===== src/rtl/pipelined_adder_pkg.sv =====
// Shared helpers for the pipelined adder: chunk sizing and configuration check.
package pipelined_adder_pkg;

  // Bits handled by each pipeline stage.
  function automatic int unsigned chunk_of(input int unsigned width, input int unsigned stages);
    return (stages == 0) ? 0 : width / stages;
  endfunction

  // True when the WIDTH/STAGES pair splits into equal, non-empty chunks.
  function automatic bit cfg_ok(input int unsigned width, input int unsigned stages);
    return (stages >= 1) && (width % stages == 0) && (width >= stages);
  endfunction

endpackage


===== src/rtl/adder_stage.sv =====
// One carry-pipelined chunk of the adder. Adds chunk [LO +: CHUNK] of a/b plus
// the incoming carry, registers the partial sum and carry-out, and forwards the
// operand bits that later stages still need. Optional ADDER_OVF_EN adds a signed
// overflow flag, registered only by the stage that owns the MSB.
module adder_stage
  import pipelined_adder_pkg::*;
#(
  parameter int unsigned CHUNK = 4,
  parameter int unsigned WIDTH = 8,
  parameter int unsigned LO    = 0
) (
  input  logic             clk,
  input  logic             rst_n,
  input  logic             v_in,
  input  logic             adv,
  input  logic [WIDTH-1:0] a_in,
  input  logic [WIDTH-1:0] b_in,
  input  logic [WIDTH-1:0] s_in,
  input  logic             c_in,
  output logic             ld,
  output logic             v_out,
  output logic [WIDTH-1:0] a_out,
  output logic [WIDTH-1:0] b_out,
  output logic [WIDTH-1:0] s_out,
  output logic             c_out
`ifdef ADDER_OVF_EN
  ,
  output logic             ovf_out
`endif
);

  // Operand bits above this stage's chunk; lower bits are already consumed and
  // are forwarded as constant zero so synthesis trims those skew flops.
  localparam logic [WIDTH-1:0] HI_MASK = {WIDTH{1'b1}} << (LO + CHUNK);

  logic [CHUNK:0]   part;
  logic [WIDTH-1:0] s_nxt;

  // Chunk add and merge into the completed lower sum bits.
  always_comb begin
    part  = {1'b0, a_in[LO +: CHUNK]} + {1'b0, b_in[LO +: CHUNK]} + {{CHUNK{1'b0}}, c_in};
    s_nxt = s_in;
    s_nxt[LO +: CHUNK] = part[CHUNK-1:0];
  end

  // Stage may load when empty or when its current content moves on.
  assign ld = ~v_out | adv;

  // Valid bit and data/skew registers; data only updates on a real transfer.
  always_ff @(posedge clk or negedge rst_n) begin
    if (!rst_n) begin
      v_out <= 1'b0;
      a_out <= '0;
      b_out <= '0;
      s_out <= '0;
      c_out <= 1'b0;
    end else if (ld) begin
      v_out <= v_in;
      if (v_in) begin
        a_out <= a_in & HI_MASK;
        b_out <= b_in & HI_MASK;
        s_out <= s_nxt;
        c_out <= part[CHUNK];
      end
    end
  end

`ifdef ADDER_OVF_EN
  if (LO + CHUNK == WIDTH) begin : g_ovf
    // Signed overflow from the sign bits seen by the MSB-owning stage.
    always_ff @(posedge clk or negedge rst_n) begin
      if (!rst_n) begin
        ovf_out <= 1'b0;
      end else if (ld && v_in) begin
        ovf_out <= (a_in[WIDTH-1] == b_in[WIDTH-1]) && (s_nxt[WIDTH-1] != a_in[WIDTH-1]);
      end
    end
  end else begin : g_no_ovf
    assign ovf_out = 1'b0;
  end
`endif

endmodule


===== src/rtl/pipelined_adder.sv =====
// WIDTH-bit adder split into STAGES carry-pipelined chunks with valid/ready
// handshake on both sides; one add per clock, latency STAGES.
// Optional feature macro: ADDER_OVF_EN (adds the signed overflow output ovf).
module pipelined_adder
  import pipelined_adder_pkg::*;
#(
  parameter int unsigned WIDTH  = 8,
  parameter int unsigned STAGES = 2
) (
  input  logic             clk,
  input  logic             rst_n,
  input  logic             in_valid,
  output logic             in_ready,
  input  logic [WIDTH-1:0] a,
  input  logic [WIDTH-1:0] b,
  input  logic             cin,
  output logic             out_valid,
  input  logic             out_ready,
  output logic [WIDTH-1:0] sum,
  output logic             cout
`ifdef ADDER_OVF_EN
  ,
  output logic             ovf
`endif
);

  localparam int unsigned CHUNK = chunk_of(WIDTH, STAGES);

  if (!cfg_ok(WIDTH, STAGES)) begin : g_cfg_err
    $error("pipelined_adder: WIDTH must be a non-zero multiple of STAGES >= 1");
  end

  // Index k feeds stage k; index STAGES is the pipeline output.
  logic [WIDTH-1:0] a_p [STAGES+1];
  logic [WIDTH-1:0] b_p [STAGES+1];
  logic [WIDTH-1:0] s_p [STAGES+1];
  logic [STAGES:0]  v_p;
  logic [STAGES:0]  c_p;
  logic [STAGES-1:0] ld;
  logic [STAGES-1:0] adv;
`ifdef ADDER_OVF_EN
  logic [STAGES-1:0] ovf_p;
`endif

  assign v_p[0] = in_valid;
  assign a_p[0] = a;
  assign b_p[0] = b;
  assign s_p[0] = '0;
  assign c_p[0] = cin;

  for (genvar k = 0; k < STAGES; k++) begin : g_stage
    // Content of stage k moves on when the consumer (last) or stage k+1 takes it.
    if (k == STAGES - 1) begin : g_last
      assign adv[k] = v_p[k+1] & out_ready;
    end else begin : g_mid
      assign adv[k] = v_p[k+1] & ld[k+1];
    end

    adder_stage #(
      .CHUNK (CHUNK),
      .WIDTH (WIDTH),
      .LO    (k * CHUNK)
    ) u_stage (
      .clk     (clk),
      .rst_n   (rst_n),
      .v_in    (v_p[k]),
      .adv     (adv[k]),
      .a_in    (a_p[k]),
      .b_in    (b_p[k]),
      .s_in    (s_p[k]),
      .c_in    (c_p[k]),
      .ld      (ld[k]),
      .v_out   (v_p[k+1]),
      .a_out   (a_p[k+1]),
      .b_out   (b_p[k+1]),
      .s_out   (s_p[k+1]),
      .c_out   (c_p[k+1])
`ifdef ADDER_OVF_EN
      ,
      .ovf_out (ovf_p[k])
`endif
    );
  end

  assign in_ready  = ld[0];
  assign out_valid = v_p[STAGES];
  assign sum       = s_p[STAGES];
  assign cout      = c_p[STAGES];

  // Final-stage operand skew outputs are always zero and intentionally unread.
`ifdef ADDER_OVF_EN
  assign ovf = ovf_p[STAGES-1];
  logic unused_fwd;
  assign unused_fwd = ^{a_p[STAGES], b_p[STAGES], ovf_p};
`else
  logic unused_fwd;
  assign unused_fwd = ^{a_p[STAGES], b_p[STAGES]};
`endif

endmodule


===== config.mk =====
export PLATFORM = sky130hd
export DESIGN_NAME = pipelined_adder
export DESIGN_NICKNAME = d
export VERILOG_FILES = /design/src/rtl/pipelined_adder_pkg.sv /design/src/rtl/adder_stage.sv /design/src/rtl/pipelined_adder.sv
export SDC_FILE = /design/constraint.sdc
export NUM_CORES = 1
export LEC_CHECK = 0
export ABC_AREA = 1
export BUFFER_PORTS_ARGS = -buffer_cell sky130_fd_sc_hd__buf_2
export CAP_MARGIN = 10
export CORE_ASPECT_RATIO = 0.7
export CORE_MARGIN = 2
export CORE_UTILIZATION = 44
export CTS_CLUSTER_DIAMETER = 60
export DETAILED_ROUTE_END_ITERATION = 12
export PLACE_DENSITY = 0.78
export SLEW_MARGIN = 20
export SYNTH_ARGS = -nofsm -noshare
export SYNTH_HDL_FRONTEND = slang
export SYNTH_SLANG_ARGS = --single-unit
export TNS_END_PERCENT = 100

===== constraint.sdc =====
create_clock -name clk -period 2.5 [get_ports clk]
set_input_delay 0.5 -clock clk [delete_from_list [all_inputs] [get_ports clk]]
set_output_delay 0.5 -clock clk [all_outputs]
set_load 0.02 [all_outputs]

; Word-level counts from Yosys, hierarchy flattened
; Cells that the tools add are included.
[word_totals]
register_bits = 24
in_bits = 21
out_inout_bits = 11
wordCells = 20
[op_classes]
add_sub_neg = 4
bitwise_logic = 6
reduce_logical = 2
[ops]
columns = cell, count
row1 = adder 4 x 4 -> 5 bit, 2
row2 = adder 5 x 1 -> 5 bit, 2
row3 = AND reduction 2 bit, 2
row4 = AND 1 bit, 2
row5 = NOT 1 bit, 2
row6 = bitwise OR 1 bit, 2

; Logic depth before layout (Yosys ltp)
[depth]
ltp_word = 5
mapped_depth = 8
ltp_nobuf = 8

; Cells and area by module
; Synthesis repeated with hierarchy kept, for this count alone.
[hier_totals]
hier_cells = 191
area_unflattened_um2 = 1622.8
[by_module_without_submodules]
columns = mod, n_inst, cells_each, area_per_inst_um2, seq_area_each_um2
row1 = adder_stage (g_stage[0].u_stage), 1, 106, 928.4, 450.4
row2 = adder_stage (g_stage[1].u_stage), 1, 80, 675.6, 250.2
row3 = pipelined_adder, 1, 5, 18.8, 0.0

; Least setup slack after synthesis
; No wires, ideal clock.
[synth_path]
kind = input-to-reg
start = input a[0]
end = register g_stage[0].u_stage.s_out[1]
arrival_time_ns = 1.521
t_required_ns = 2.417
path_slack_ns = 0.896
path_stages = 4
path_buffers = 0
path_cell_list = fa_1 -> inv_1 -> fa_1 -> o21ai_0
[synth_between]
elab_chain_len = 2
[synth_lines]
columns = item, line
row1 = "start, declared", pipelined_adder.sv:14  ; input logic [WIDTH-1:0] a,
row2 = adder 4 x 4 -> 5 bit, adder_stage.sv:41  ; part = {1'b0, a_in[LO +: CHUNK]} + {1'b0, b_in[LO +: CHUNK]} + {{CHUNK{1'b0}}, c_in};
row3 = adder 5 x 1 -> 5 bit, adder_stage.sv:41
row4 = "end signal, assigned", adder_stage.sv:62  ; s_out <= s_nxt;
row5 = "end, declared", adder_stage.sv:24  ; output logic [WIDTH-1:0] s_out,
; No other way between the ends.
; A chain may end at the register's enable or synchronous reset.

; Worst setup path in the final report
[layout_path]
start = register g_stage[0].u_stage.a_out[4]
end = register g_stage[1].u_stage.s_out[5]
[layout_between]
elab_chain_len = 2
[layout_lines]
columns = item, line
row1 = "start, declared", adder_stage.sv:22  ; output logic [WIDTH-1:0] a_out,
row2 = "start signal, assigned", adder_stage.sv:60  ; a_out <= a_in & HI_MASK;
row3 = adder 4 x 4 -> 5 bit, adder_stage.sv:41
row4 = adder 5 x 1 -> 5 bit, adder_stage.sv:41
row5 = "end signal, assigned", adder_stage.sv:62
row6 = "end, declared", adder_stage.sv:24
; No other way between the ends.

==> flow_summary.toml <==
[power]
p_int_uw = 746.0
peakVddDrop_uv = 329.5
finalPower_mw = 1.176
power_density_nw_per_um2 = 820.1
leakagePower_nw = 0.8168
sw_frac_of_total = 0.3656
switching_power_uw = 429.9
clock_power_share = 0.185
power.share.sequential = 0.462
combPwrFrac = 0.353

[cts]
htree_num_levels = 1
worstSkewPairLatency_ps = 260
numCtsBuffers = 3
ctsHoldBuffers = 0
cts_root_buf = "clkbuf_8"
clk_path_buf_depth = 2
clk_pin_slew_worst_paths_ps = 80
ctsResizeCount = 0
tritoncts = "built"
cts.sinks = 24
post_cts.repair.setup_buffers = 0

[worst_setup_path]
slowest_stage = "fa_1"
cp_max_fo = 2
critPathMostFrequentCell = "fa_1"
cp.required_ps = 2680
crit_chain = "fa_1 > inv_1 > fa_1 > o21ai_1"
cp.arrival_ps = 1760
worstSetupStartpointType = "flop"
endpoint_kind = "flop"
critPathKind = "flop to flop"
max_stage_delay_ps = 460

[sta]
maxSlewViolCount = 0
clock-skew-final_ps = 1.084
tightest_slew_ps = 512.9
period_minus_slack_ps = 1572
rsz0062_at_grt = "no"
fin_setup_tns_ps = 0
finalSetupViolCount = 0
max_freq_ghz = 0.6360
final-hold-violation-count = 0
relSlewSlack = 0.6581
period_share = 0.6290

[drt]
drtIter0Drc = 38
via_per_inst = 4.574
ant_nets = 0
drc = 0
routed_wl_um = 2213
vias = 933
routedWlPerCell_um = 10.85
drtPass1Iterations = 4

[floorplanning]
initial_core_util = 0.4809
ios = 32
core_area_um2 = 2552
die_w_um = 67.13
die-area_um2 = 3235
rows = 15
die_h_um = 48.19

[logic_synthesis]
yosysTopAreaCell = "dfrtp_1"
synth-seq-cells = 24
async_flop_share = 1.000
synth.avg_cell_area_um2 = 8.830
synth.distinct_cells = 18
synth.top_cell.area_share = 0.4893
synth.cell_area_um2 = 1227
synth_edf_count = 0
synth_commonest_cells = "nand2_1, dfrtp_1, inv_1"
post-synth-top-count-cell = "nand2_1"
synth_fp_nets = 170
yosysWarnings = 0
ys.flop_type = "dfrtp_1"
netlist_instances = 139
netlist_top_cells_area = "dfrtp_1, nand2_1, fa_1"
synth-seq-area-share = 0.4893

[global_routing]
antenna_found_initial = 0
grtUsageTotal = 0.1552
gr-total-overflow = 0
grt_pass1_wl_um = 3650
grt_pass1_vias = 848
grt_max_degree = 25

[placed_design]
gp_congestion = 0.7595
io_buffer_count = 31
place_hpwl_um = 1780

[finish]
antenna_cells = 0
drive_gt1_frac = 0.2353
syn_to_final_growth_pct = 16.82
fin_nets = 203
nFillCells = 254
seq_area_um2 = 600.6
multi_input_comb_area_um2 = 531.8

[outcome]
outcome = "completed"

[job]
cap_violations = 0

[worst_hold_path]
worstHoldPathType = "input pin to async pin"
state kept, by name, indices dropped and copies added, names as in the netlist:
name and flops:
g_stage.u_stage.a_out 4, g_stage.u_stage.s_out 12, g_stage.u_stage.b_out 4, g_stage.u_stage.v_out 2, g_stage.u_stage.c_out 2
final timing paths:
check,start,to,slack [ps],cells past startpoint
max in group asynchronous,rst_n,g_stage[0].u_stage.a_out[7],1950,1
worst min-delay path,rst_n,g_stage[1].u_stage.c_out,200,1
worst max-delay path,g_stage[0].u_stage.a_out[4],g_stage[1].u_stage.s_out[5],930,4
min in group clk,a[4],g_stage[0].u_stage.a_out[4],430,3
worst min register to register,g_stage[1].u_stage.s_out[0],g_stage[1].u_stage.s_out[0],480,2
worst max register to register,g_stage[0].u_stage.a_out[4],g_stage[1].u_stage.s_out[5],930,4
power by group through the flow:
stage	sequential (mW)	clock [mW]	combinational, mW
final	0.544	0.217	0.415
after CTS	0.544	0.225	0.422
after global placement	0.545	0	0.405
after global routing	0.556	0.245	0.470
after floorplan	0.626	0	0.206
after detailed placement	0.551	0	0.421
stage by stage:
stage	utilization	cells	setup slack, ps	instance area (um2)	hold slack, ps
global placement	0.5456	201	763.4	1393	456.1
floorplan	-	139	896.3	1227	204.4
global route	0.5618	204	841.1	1434	238.7
finish	0.5618	204	927.6	1434	203.3
CTS	0.5618	204	916.6	1434	223.8
detailed placement	0.5456	201	740.6	1393	463.4
layout make-up:
type,instances,area share
clock buffers,3,0.02880
repair buffers,31,0.1082
flip-flops and latches,24,0.4188
well taps,34,0.02967
multi-input cells,96,0.3709
inverters,16,0.04363
cells in the final DEF, fill, tap and decap left out:
master and n:
a21oi_1 3, buf_2 31, clkbuf_8 3, dfrtp_1 24
fa_1 4, ha_1 6, inv_1 15, inv_4 1
nand2_1 62, nand2_4 1, nand3_1 6, nand3_2 2
nor2_1 3, o21ai_0 4, o21ai_1 2, o21ai_2 2
xor2_1 1
critical path: cells and delay by family (launching register included):
family	cells	cell delay, ps
adders and majority gates	2	870
AOI/OAI and AO/OA	1	130
DFF	1	400
buffers and inverters	1	90
cells by family (layout without fill, tap and decap cells):
| group | count (synthesis) | count (layout) | share of synthesized area |
|---|---|---|---|
| compound gates | 11 | 11 | 0.05097 |
| xor+xnor | 1 | 1 | 0.007137 |
| fa+ha+maj | 10 | 10 | 0.1264 |
| buf+inv | 19 | 50 | 0.07747 |
| flops | 24 | 24 | 0.4893 |
| simple gates | 74 | 74 | 0.2487 |
layer usage:
metal,part of all wire,GRT usage
met5,0,0
met1,0.50,0.2018
met2,0.44,0.2713
met4,0,0.02449
met3,0.060,0.04388
(Power assumes the default switching activity.)
